File: config.mk
export PLATFORM = sky130hd
export DESIGN_NAME = axis_rr_arb
export DESIGN_NICKNAME = d
export VERILOG_FILES = /design/src/rtl/axis_arb_pkg.sv /design/src/rtl/axis_rr_pick.sv /design/src/rtl/axis_rr_arb.sv
export SDC_FILE = /design/constraint.sdc
export NUM_CORES = 1
export LEC_CHECK = 0
export CORE_UTILIZATION = 28
export DETAILED_ROUTE_END_ITERATION = 8
export GPL_TIMING_DRIVEN = 0
export PLACE_DENSITY_LB_ADDON = 0.08
export SLEW_MARGIN = 20
export SYNTH_ARGS = -nofsm -noshare
export SYNTH_HDL_FRONTEND = slang
export SYNTH_HIERARCHICAL = 1
export SYNTH_SLANG_ARGS = --single-unit
File: constraint.sdc
create_clock -name aclk -period 1.67 [get_ports aclk]
set_input_delay 0.334 -clock aclk [delete_from_list [all_inputs] [get_ports aclk]]
set_output_delay 0.334 -clock aclk [all_outputs]
set_load 0.01 [all_outputs]
File: src/rtl/axis_arb_pkg.sv
// Shared types and helpers for the AXI-Stream round-robin arbiter family.
package axis_arb_pkg;

  typedef enum logic {
    IDLE   = 1'b0,
    LOCKED = 1'b1
  } state_t;

  localparam int SKID_DEPTH = 2;

  // Index width that never collapses to zero bits for tiny counts.
  function automatic int clog2_min1(input int n);
    return (n <= 2) ? 1 : $clog2(n);
  endfunction

endpackage

File: src/rtl/axis_rr_pick.sv
// Combinational round-robin picker: first asserted request above `last`, wrapping.
module axis_rr_pick #(
  parameter int NUM_SI = 4,
  parameter int ID_W   = 2
) (
  input  logic [NUM_SI-1:0] req,
  input  logic [ID_W-1:0]   last,
  output logic [ID_W-1:0]   gnt_idx,
  output logic              gnt_vld
);

  logic [ID_W-1:0] idx;

  // Scan from the farthest offset down so the nearest requester is written last.
  always_comb begin
    gnt_idx = '0;
    gnt_vld = 1'b0;
    idx     = '0;
    for (int i = NUM_SI; i >= 1; i--) begin
      idx = ID_W'((int'(last) + i) % NUM_SI);
      if (req[idx]) begin
        gnt_idx = idx;
        gnt_vld = 1'b1;
      end
    end
  end

endmodule

File: src/rtl/axis_rr_arb.sv
// N-input AXI-Stream round-robin arbiter, grant locked from first beat to tlast.
// Define AXIS_ARB_OUT_REG_EN to drive the master side from a 2-entry skid buffer.
module axis_rr_arb
  import axis_arb_pkg::*;
#(
  parameter int NUM_SI = 4,
  parameter int DATA_W = 8,
  parameter int ID_W   = clog2_min1(NUM_SI)
) (
  input  logic                     aclk,
  input  logic                     areset,
  input  logic [NUM_SI-1:0]        s_axis_tvalid,
  output logic [NUM_SI-1:0]        s_axis_tready,
  input  logic [NUM_SI*DATA_W-1:0] s_axis_tdata,
  input  logic [NUM_SI-1:0]        s_axis_tlast,
  output logic                     m_axis_tvalid,
  input  logic                     m_axis_tready,
  output logic [DATA_W-1:0]        m_axis_tdata,
  output logic                     m_axis_tlast,
  output logic [ID_W-1:0]          m_axis_tid,
  output logic                     busy
);

  state_t          state_reg;
  logic [ID_W-1:0] grant_reg;
  logic [ID_W-1:0] last_grant_reg;
  logic            busy_reg;

  logic [ID_W-1:0] pick_idx;
  logic            pick_vld;

  logic              locked;
  logic [DATA_W-1:0] s_data [NUM_SI];
  logic              up_valid;
  logic              up_ready;
  logic [DATA_W-1:0] up_data;
  logic              up_last;
  logic              up_xfer;

  axis_rr_pick #(
    .NUM_SI (NUM_SI),
    .ID_W   (ID_W)
  ) u_pick (
    .req     (s_axis_tvalid),
    .last    (last_grant_reg),
    .gnt_idx (pick_idx),
    .gnt_vld (pick_vld)
  );

  assign locked = (state_reg == LOCKED);

  for (genvar gi = 0; gi < NUM_SI; gi++) begin : g_slice
    assign s_data[gi]        = s_axis_tdata[gi*DATA_W +: DATA_W];
    assign s_axis_tready[gi] = locked && (grant_reg == ID_W'(gi)) && up_ready;
  end

  // Upstream view of the granted input, as seen by the master side.
  assign up_valid = locked && s_axis_tvalid[grant_reg];
  assign up_data  = s_data[grant_reg];
  assign up_last  = s_axis_tlast[grant_reg];
  assign up_xfer  = up_valid && up_ready;

  always_ff @(posedge aclk) begin
    if (areset) begin
      state_reg      <= IDLE;
      grant_reg      <= '0;
      last_grant_reg <= ID_W'(NUM_SI - 1);
      busy_reg       <= 1'b0;
    end else begin
      case (state_reg)
        IDLE: begin
          if (pick_vld) begin
            grant_reg <= pick_idx;
            state_reg <= LOCKED;
            busy_reg  <= 1'b1;
          end
        end
        LOCKED: begin
          // Gaps on the granted input keep the lock; only a delivered tlast frees it.
          if (up_xfer && up_last) begin
            last_grant_reg <= grant_reg;
            state_reg      <= IDLE;
            busy_reg       <= 1'b0;
          end
        end
        default: begin
          state_reg <= IDLE;
          busy_reg  <= 1'b0;
        end
      endcase
    end
  end

  assign busy = busy_reg;

`ifdef AXIS_ARB_OUT_REG_EN
  localparam int PTR_W = clog2_min1(SKID_DEPTH);
  localparam int CNT_W = $clog2(SKID_DEPTH + 1);

  typedef struct packed {
    logic [DATA_W-1:0] data;
    logic              last;
    logic [ID_W-1:0]   id;
  } beat_t;

  beat_t            mem_reg [SKID_DEPTH];
  logic [PTR_W-1:0] wr_ptr_reg;
  logic [PTR_W-1:0] rd_ptr_reg;
  logic [CNT_W-1:0] count_reg;
  logic             push;
  logic             pop;
  beat_t            head;

  // Ready depends only on occupancy, so m_axis_tready never reaches s_axis_tready.
  assign up_ready = (count_reg != CNT_W'(SKID_DEPTH));
  assign push     = up_xfer;
  assign pop      = m_axis_tvalid && m_axis_tready;
  assign head     = mem_reg[rd_ptr_reg];

  always_ff @(posedge aclk) begin
    if (areset) begin
      wr_ptr_reg <= '0;
      rd_ptr_reg <= '0;
      count_reg  <= '0;
      for (int i = 0; i < SKID_DEPTH; i++) begin
        mem_reg[i] <= '0;
      end
    end else begin
      if (push) begin
        mem_reg[wr_ptr_reg] <= {up_data, up_last, grant_reg};
        wr_ptr_reg          <= wr_ptr_reg + PTR_W'(1);
      end
      if (pop) begin
        rd_ptr_reg <= rd_ptr_reg + PTR_W'(1);
      end
      count_reg <= count_reg + CNT_W'(push) - CNT_W'(pop);
    end
  end

  assign m_axis_tvalid = (count_reg != '0);
  assign m_axis_tdata  = head.data;
  assign m_axis_tlast  = head.last;
  assign m_axis_tid    = head.id;
`else
  assign up_ready      = m_axis_tready;
  assign m_axis_tvalid = up_valid;
  assign m_axis_tdata  = locked ? up_data : '0;
  assign m_axis_tlast  = locked ? up_last : 1'b0;
  assign m_axis_tid    = locked ? grant_reg : '0;
`endif

endmodule

## Word-level counts from Yosys, hierarchy flattened

Index checks and enable logic that the tools add are counted.

| storage, ports and cells | value |
|---|---|
| register bits after elaboration | 6 |
| output and inout bits | 17 |
| logic and storage cells | 68 |

| operators by class | value |
|---|---|
| add/subtract/negate cells | 4 |
| magnitude comparators | 6 |
| equal/unequal tests | 5 |
| multiplexer cells | 32 |
| bitwise logic cells | 2 |
| reductions and logical operators | 15 |

Operators with widths:

| operator | number |
|---|---|
| 2-to-1 mux 8 bit | 3 |
| binary-select mux 8 bit (select 2 bit) | 1 |
| < comparator 2 x 3 -> 1 bit, second input constant | 5 |
| 2-to-1 mux 1 bit | 15 |
| binary-select mux 1 bit (select 2 bit) | 6 |
| logical AND 1 bit | 11 |
| 2-to-1 mux 2 bit | 5 |
| AND reduction 2 bit | 3 |
| adder 2 x 1 -> 2 bit, second input constant | 2 |
| adder 2 bit, second input constant | 2 |
| equality test 2 bit, second input constant | 2 |
| case mux 1 bit (2 select lines) | 2 |
| greater-or-equal comparator 3 bit, second input constant | 1 |
| inverter 2 -> 3 bit | 1 |
| equality test 2 x 1 -> 1 bit, second input constant | 1 |
| logical NOT 2 bit | 1 |
| inequality test 2 x 1 -> 1 bit, second input constant | 1 |
| inequality test 2 bit, second input constant | 1 |
| inverter 1 bit | 1 |

## Depth between registers and ports, before layout

Gate-level depths: netlist of run 1.

| logic depth | value |
|---|---|
| depth after elaboration | 9 |
| mapped depth | 5 |
| mapped depth without buffers | 5 |

## By module

The synthesis of run 1 kept the hierarchy.

By module, submodules not included:

| module | times used | cells each | area an instance (um2) | seq. area each (um2) |
|---|---|---|---|---|
| axis_rr_arb | 1 | 61 | 606.8 | 120.1 |
| axis_rr_pick | 1 | 14 | 91.3 | 0.0 |

## Worst setup path after synthesis of run 1

Ideal clock, no wire load.

| timing | value |
|---|---|
| path kind | register -> output |
| start point | register grant_reg[0] |
| end point | output m_axis_tdata[1] |
| data arrival time | 1358 ps |
| required time | 1336 ps |
| path slack | -22 ps |
| stages on the path, launching flop included | 5 |
| path buffers | 2 |
| cells stage by stage | dfxtp_1 > buf_6 > buf_2 > mux4_2 > and2_1 |

| between the ends | value |
|---|---|
| word-level cells in the longest chain between the ends | 5 |

RTL lines:

| what | line | text |
|---|---|---|
| from (decl) | axis_rr_arb.sv:25 | `logic [ID_W-1:0] grant_reg;` |
| from (signal assigned) | axis_rr_arb.sv:73 | `grant_reg <= pick_idx;` |
| inverter 2 -> 3 bit (implied by the code) | axis_rr_arb.sv:59 | `assign up_data = s_data[grant_reg];` |
| binary-select mux 8 bit (select 2 bit) | axis_rr_arb.sv:59 |  |
| 2-to-1 mux 8 bit (implied by the code) (2 in series) | axis_rr_arb.sv:59 |  |
| 2-to-1 mux 8 bit | axis_rr_arb.sv:147 | `assign m_axis_tdata = locked ? up_data : '0;` |
| to (decl) | axis_rr_arb.sv:18 | `output logic [DATA_W-1:0] m_axis_tdata,` |

No other way between the ends. The select of a mux whose other input is x is not followed.

## Worst setup path after layout of run 1

| timing | value |
|---|---|
| start point | register grant_reg[0] |
| end point | output m_axis_tdata[0] |

Same word-level chain as after synthesis.

==> impl_metrics.toml, run 1 <==
[pwr]
comb_power_share_pct = 55.0
swShare_pct = 27.4
cellLeakagePower_nw = 0.596
switchingPower_mw = 0.180
seqPwrFrac_pct = 25.5
ir_drop_v = 0.000550
pwr-share-clk_pct = 19.5
p_total_mw = 0.656
internal_power_mw = 0.476
powerDensity_nw_per_um2 = 464

[flow_run]
drv_cap = 0

[critical_path]
r2r_end = "last_grant_reg[1]$_SDFFE_PP1P_"
r2r_slack_ps = 110
worstPathArrival_ps = 1570
rr_worst_depth = 8
crit_start = "grant_reg[0]$_SDFFE_PP0P_"
required_ps = 1340
path_max_fanout = 5
crit_path_end_kind = "output port"
r2r_start = "grant_reg[0]$_SDFFE_PP0P_"
worst-setup-path-type = "register to output port"
cp-start-kind = "register"
crit_path_end = "m_axis_tdata[0]"

[placement]
dp_cells = 161
place.port_buffers = 58
place.gp.congestion = 0.742
place_ws_ps = -597
dpl-instance-area_um2 = 1320
dpl.hpwl_um = 1830

[synthesis]
ys_warn_count = 6
synth_area_leaders = "mux4_2 (29%), dfxtp_1 (17%), mux2i_1 (10%)"
yosysMostFrequentCell = "nor2_1"
synth_edf_count = 0
ys_ff_latch = 6
netlist_area_um2 = 698
synth_top_area_share_pct = 29.0
synth.largest_area_cell = "mux4_2"
synth_ff_type = "dfxtp_1"
yosys-top-cells-count = "nor2_1 (13), and2_1 (11), mux4_2 (9), mux2i_1 (7), dfxtp_1 (6)"
avgSynthCellArea_um2 = 9.31
ys_seq_area_share_pct = 17.2
async_flop_share_pct = 0
syn_inst = 75
syn_nets = 118
yosys.cell_types.count = 26

[global_routing]
grt.met2_usage_pct = 31.6
antenna_found_initial = 0
track_usage_pct = 18.3
grt_max_degree = 11
gr-total-overflow = 0
met1_usage_pct = 22.0
grt_pass1_wl_um = 3670
grt_pass1_vias = 814
use_met3_pct = 4.68
top_usage_layer = "met2"

[route]
wirelength_um = 2350
wl_per_cell_um = 13.7
drtPass1Iterations = 4
drtIter0Drc = 9
via_count = 809
antenna_left = 0
drc = 0
viasPerCell = 4.73

[cts]
numCtsBuffers = 3
cts-root-buf = "clkbuf_4"
hold_buffers = 0
cts_tree = "done"
htreeDepth = 1
cts_max_path_buffers = 2
clk_latency_ps = 240
cts.reportedPaths.clkPinSlew_ps = 40
cts_sinks = 6

[die]
core_area_um2 = 2280
num_rows = 17
die_y_um = 51.9
die_w_um = 51.9
design.die.area_um2 = 2700
initial_core_util_pct = 30.7
ios = 60

[timing]
fin_crit_sh_pct = 114
timing.final.ws_setup_ps = -232
setup_violations = 10
finalHoldViolCount = 0
worst_slew_pin_slew_ps = 309
fin_crit_ps = 1900
final_max_slew_viol_count = 0
skew_ps = 2.08
slew_headroom_pct = 79.4
rsz0062_at_grt = "yes"
hold_slack_ps = 425
fin_tns_setup_ps = -1940
timing.fmax_mhz = 526

[cells_and_area]
nets = 188
final_util_pct = 62.1
post-route-cell-area_um2 = 1410
final_cells = 171
layout-drive-gt1-share_pct = 37.1
area_delta_synth_final_pct = 102
n_antenna_cell = 0
final.fill_count = 208

[status]
failed_checks = "negative setup slack"
status = "complete, but fails checks"

[min_path]
hold_class = "primary input to register"
whs_path_depth = 2
[worst min path at each step]
stage / to / slack (ps) / from
after global placement: last_grant_reg[0]$_SDFFE_PP1P_ / 550 / last_grant_reg[0]$_SDFFE_PP1P_
after global routing: grant_reg[1]$_SDFFE_PP0P_ / 450 / areset
final: grant_reg[1]$_SDFFE_PP0P_ / 430 / areset
after floorplan: last_grant_reg[0]$_SDFFE_PP1P_ / 520 / last_grant_reg[0]$_SDFFE_PP1P_
after CTS: grant_reg[1]$_SDFFE_PP0P_ / 420 / areset
after detailed placement: last_grant_reg[0]$_SDFFE_PP1P_ / 560 / last_grant_reg[0]$_SDFFE_PP1P_
[worst max-delay path, cell delays in order, from the launching register on]
cell,delay (ps)
dfxtp_2,320
buf_6,120
buf_4,120
mux4_2,470
and2_1,170
buf_2,130
[layout by cell type (no fill, tap or decap), types with 2 or more instances in the layout]
cell             Yosys  layout
mux4_2               9       9
nand2_1              2       2
a21oi_1              2       2
dfxtp_1              6       3
clkdlybuf4s50_1      0      38
and2_1              11       7
nor2_1              13      13
dfxtp_2              0       2
inv_1                2       2
nand2b_1             4       4
dlygate4sd2_1        0       6
clkbuf_2             0       2
buf_4                0       6
and2_4               1       5
buf_2                2       8
buf_6                1       8
mux2i_1              7       5
clkbuf_4             0       3
[final cells by class]
cell class / instances / area, µm² / share of cell area, %
timing repair buffer: 66 / 596 / 42.2
tap: 28 / 35.0 / 2.48
buffer: 5 / 55.1 / 3.90
inverter: 2 / 7.51 / 0.531
multi-input combinational: 61 / 571 / 40.4
clock buffer: 3 / 22.5 / 1.59
sequential: 6 / 126 / 8.95
[cell families after synthesis]
kind of cell           synth area share, %
multiplexers                          39.1
buffers and inverters                 5.73
AND/OR/NAND/NOR                       28.9
AO/OA/AOI/OAI                         9.14
flip-flops                            17.2
[metal layers]
| metal | share of wire (%) | routed length (µm) |
|---|---|---|
| met5 | 0 | 0 |
| met4 | 0.51 | 12 |
| met2 | 49 | 1150 |
| met3 | 9.9 | 233 |
| met1 | 40 | 950 |
[power by group through the flow]
stage / clock network [mW] / registers, mW / logic [mW]
6_report: 0.128 / 0.167 / 0.360
3_5_place_dp: 0 / 0.166 / 0.333
4_1_cts: 0.135 / 0.167 / 0.339
2_1_floorplan: 0 / 0.165 / 0.152
5_1_grt: 0.143 / 0.169 / 0.387
3_3_place_gp: 0 / 0.165 / 0.326
[repair_timing]
action | in CTS | in global routing
gates resized for setup | 71 | 14
pin swaps | 6 | 5
setup buffers | 8 | 0
endpoints found under the setup margin | 16 | 15
Note: power is estimated with default switching activity, not from simulation.
==> run 2, diff against run 1 <==
Settings changed: CORE_MARGIN set to 3, HOLD_SLACK_MARGIN set to 0.12.
==> run 2 against run 1 <==
Effect of this change:
- the flow still finishes with violations (negative setup slack)
- sequential cell count did not move
- critical path type unchanged
- via count is 2.1% higher
- critical endpoint is now m_axis_tdata[6]
- sequential power hardly changed
- largest power group unchanged
==> impl_metrics.toml, run 2 (synthesis gave the netlist of run 1 again) <==
[route]
via_count = 826
drtIter0Drc = 11
viasPerCell = 4.80
drtPass1Iterations = 4
wirelength_um = 2390
wl_per_cell_um = 13.9
antenna_left = 0
drc = 0

[global_routing]
gr-total-overflow = 0
grt_pass1_vias = 805
track_usage_pct = 16.0
grt_max_degree = 11
antenna_found_initial = 0
grt_pass1_wl_um = 4040

[cts]
clk_latency_ps = 250
htreeDepth = 1
cts.reportedPaths.clkPinSlew_ps = 50
cts-root-buf = "clkbuf_4"
hold_buffers = 0
numCtsBuffers = 3
cts_sinks = 6
cts_tree = "done"
cts_max_path_buffers = 2

[critical_path]
worstPathArrival_ps = 1570
crit_start = "grant_reg[0]$_SDFFE_PP0P_"
critPathMaxStageDelay_ps = 490
crit_path_end_kind = "output port"
crit_cells = 5
worst-setup-path-type = "register to output port"
crit_top_cell = "buf_6"
rr_worst_depth = 7
slowest_stage = "mux4_2"
path_max_fanout = 5
required_ps = 1340
r2r_end = "last_grant_reg[0]$_SDFFE_PP1P_"
cp_top_family = "multiplexers"
path_buf_inv = 3
r2r_start = "grant_reg[0]$_SDFFE_PP0P_"
cp_cell_sequence = "buf_6, buf_8, mux4_2, and2_4, buf_6"
r2r_slack_ps = -30
cp-start-kind = "register"

[timing]
rsz0062_at_grt = "yes"
skew_ps = 5.35
setup_violations = 13
timing.fmax_mhz = 526
finalHoldViolCount = 0
slew_headroom_pct = 78.1
final_max_slew_viol_count = 0
fin_crit_ps = 1900
worst_slew_pin_slew_ps = 328
fin_crit_sh_pct = 114
timing.final.ws_setup_ps = -231
fin_tns_setup_ps = -2010

[die]
die_w_um = 55.9
design.die.area_um2 = 3130
core_area_um2 = 2300
ios = 60
num_rows = 17
initial_core_util_pct = 30.4
die_y_um = 55.9

[placement]
dpl.hpwl_um = 1860
place_ws_ps = -570
place.port_buffers = 58
dp_cells = 161
place.gp.congestion = 0.713

[status]
failed_checks = "negative setup slack"
status = "complete, but fails checks"

[cells_and_area]
final_util_pct = 63.8
final_cells = 172
layout-drive-gt1-share_pct = 39.6
layout_common_cells = "clkdlybuf4s50_1 (37), nor2_1 (13), buf_6 (10)"
n_antenna_cell = 0
nets = 189
final.fill_count = 219
final_common_cell = "clkdlybuf4s50_1"
area_delta_synth_final_pct = 110

[pwr]
pwr-share-clk_pct = 19.6
ir_drop_v = 0.000370
p_total_mw = 0.690
cellLeakagePower_nw = 0.610
seqPwrFrac_pct = 24.3
comb_power_share_pct = 56.1
internal_power_mw = 0.498
switchingPower_mw = 0.192
swShare_pct = 27.9
powerDensity_nw_per_um2 = 471

[min_path]
hold_class = "primary input to register"
whs_path_depth = 2
min_to = "grant_reg[1]$_SDFFE_PP0P_"
hold_start = "areset"

[flow_run]
drv_cap = 0
## run 2: changes by cell type in the layout (fill, tap and decap cells not counted), moves of 2 or more
| cell | delta |
|---|---|
| and2_4 | +2 |
| buf_2 | -3 |
| buf_6 | +2 |
| and2_1 | -2 |
## run 2: cell type report
class	count	area [µm²]	share of cell area, %
repair buffers	67	629	43.0
plain buffers	5	58.8	4.01
multi-input cells	61	583	39.8
flip-flops and latches	6	129	8.80
well taps	28	35.0	2.39
inverters	2	7.51	0.512
clock buffers	3	22.5	1.54
## run 2: per-stage QoR
step	hold WS [ps]	area [µm²]
after floorplan	522	701
after global placement	548	1320
after detailed placement	582	1320
after CTS	406	1390
after global routing	444	1470
final	413	1470
## run 2: worst max-delay path by stage
stage                           end  slack (ps)
floorplan           m_axis_tdata[1]          40
global placement       m_axis_tlast        -540
detailed placement     m_axis_tlast        -570
CTS                 m_axis_tdata[2]        -250
global route        m_axis_tdata[6]        -290
finish              m_axis_tdata[6]        -230
## run 2: power groups by stage
stage	Combinational [mW]	Clock [mW]	Sequential, mW
after CTS	0.343	0.139	0.168
after floorplan	0.152	0	0.165
final	0.387	0.136	0.168
after detailed placement	0.334	0	0.166
after global routing	0.416	0.142	0.169
after global placement	0.327	0	0.165
## run 2: what timing repair did
item,in CTS,in global routing
setup buffers,6,3
gates resized for setup,79,18
endpoints found under the setup margin,16,14
pin swaps,3,9
## run 2: per-layer routing
metal,wire (µm),GRT usage [%]
met1,1090,22.8
met2,1120,24.3
met3,164,2.78
met4,23,5.08
met5,0,0
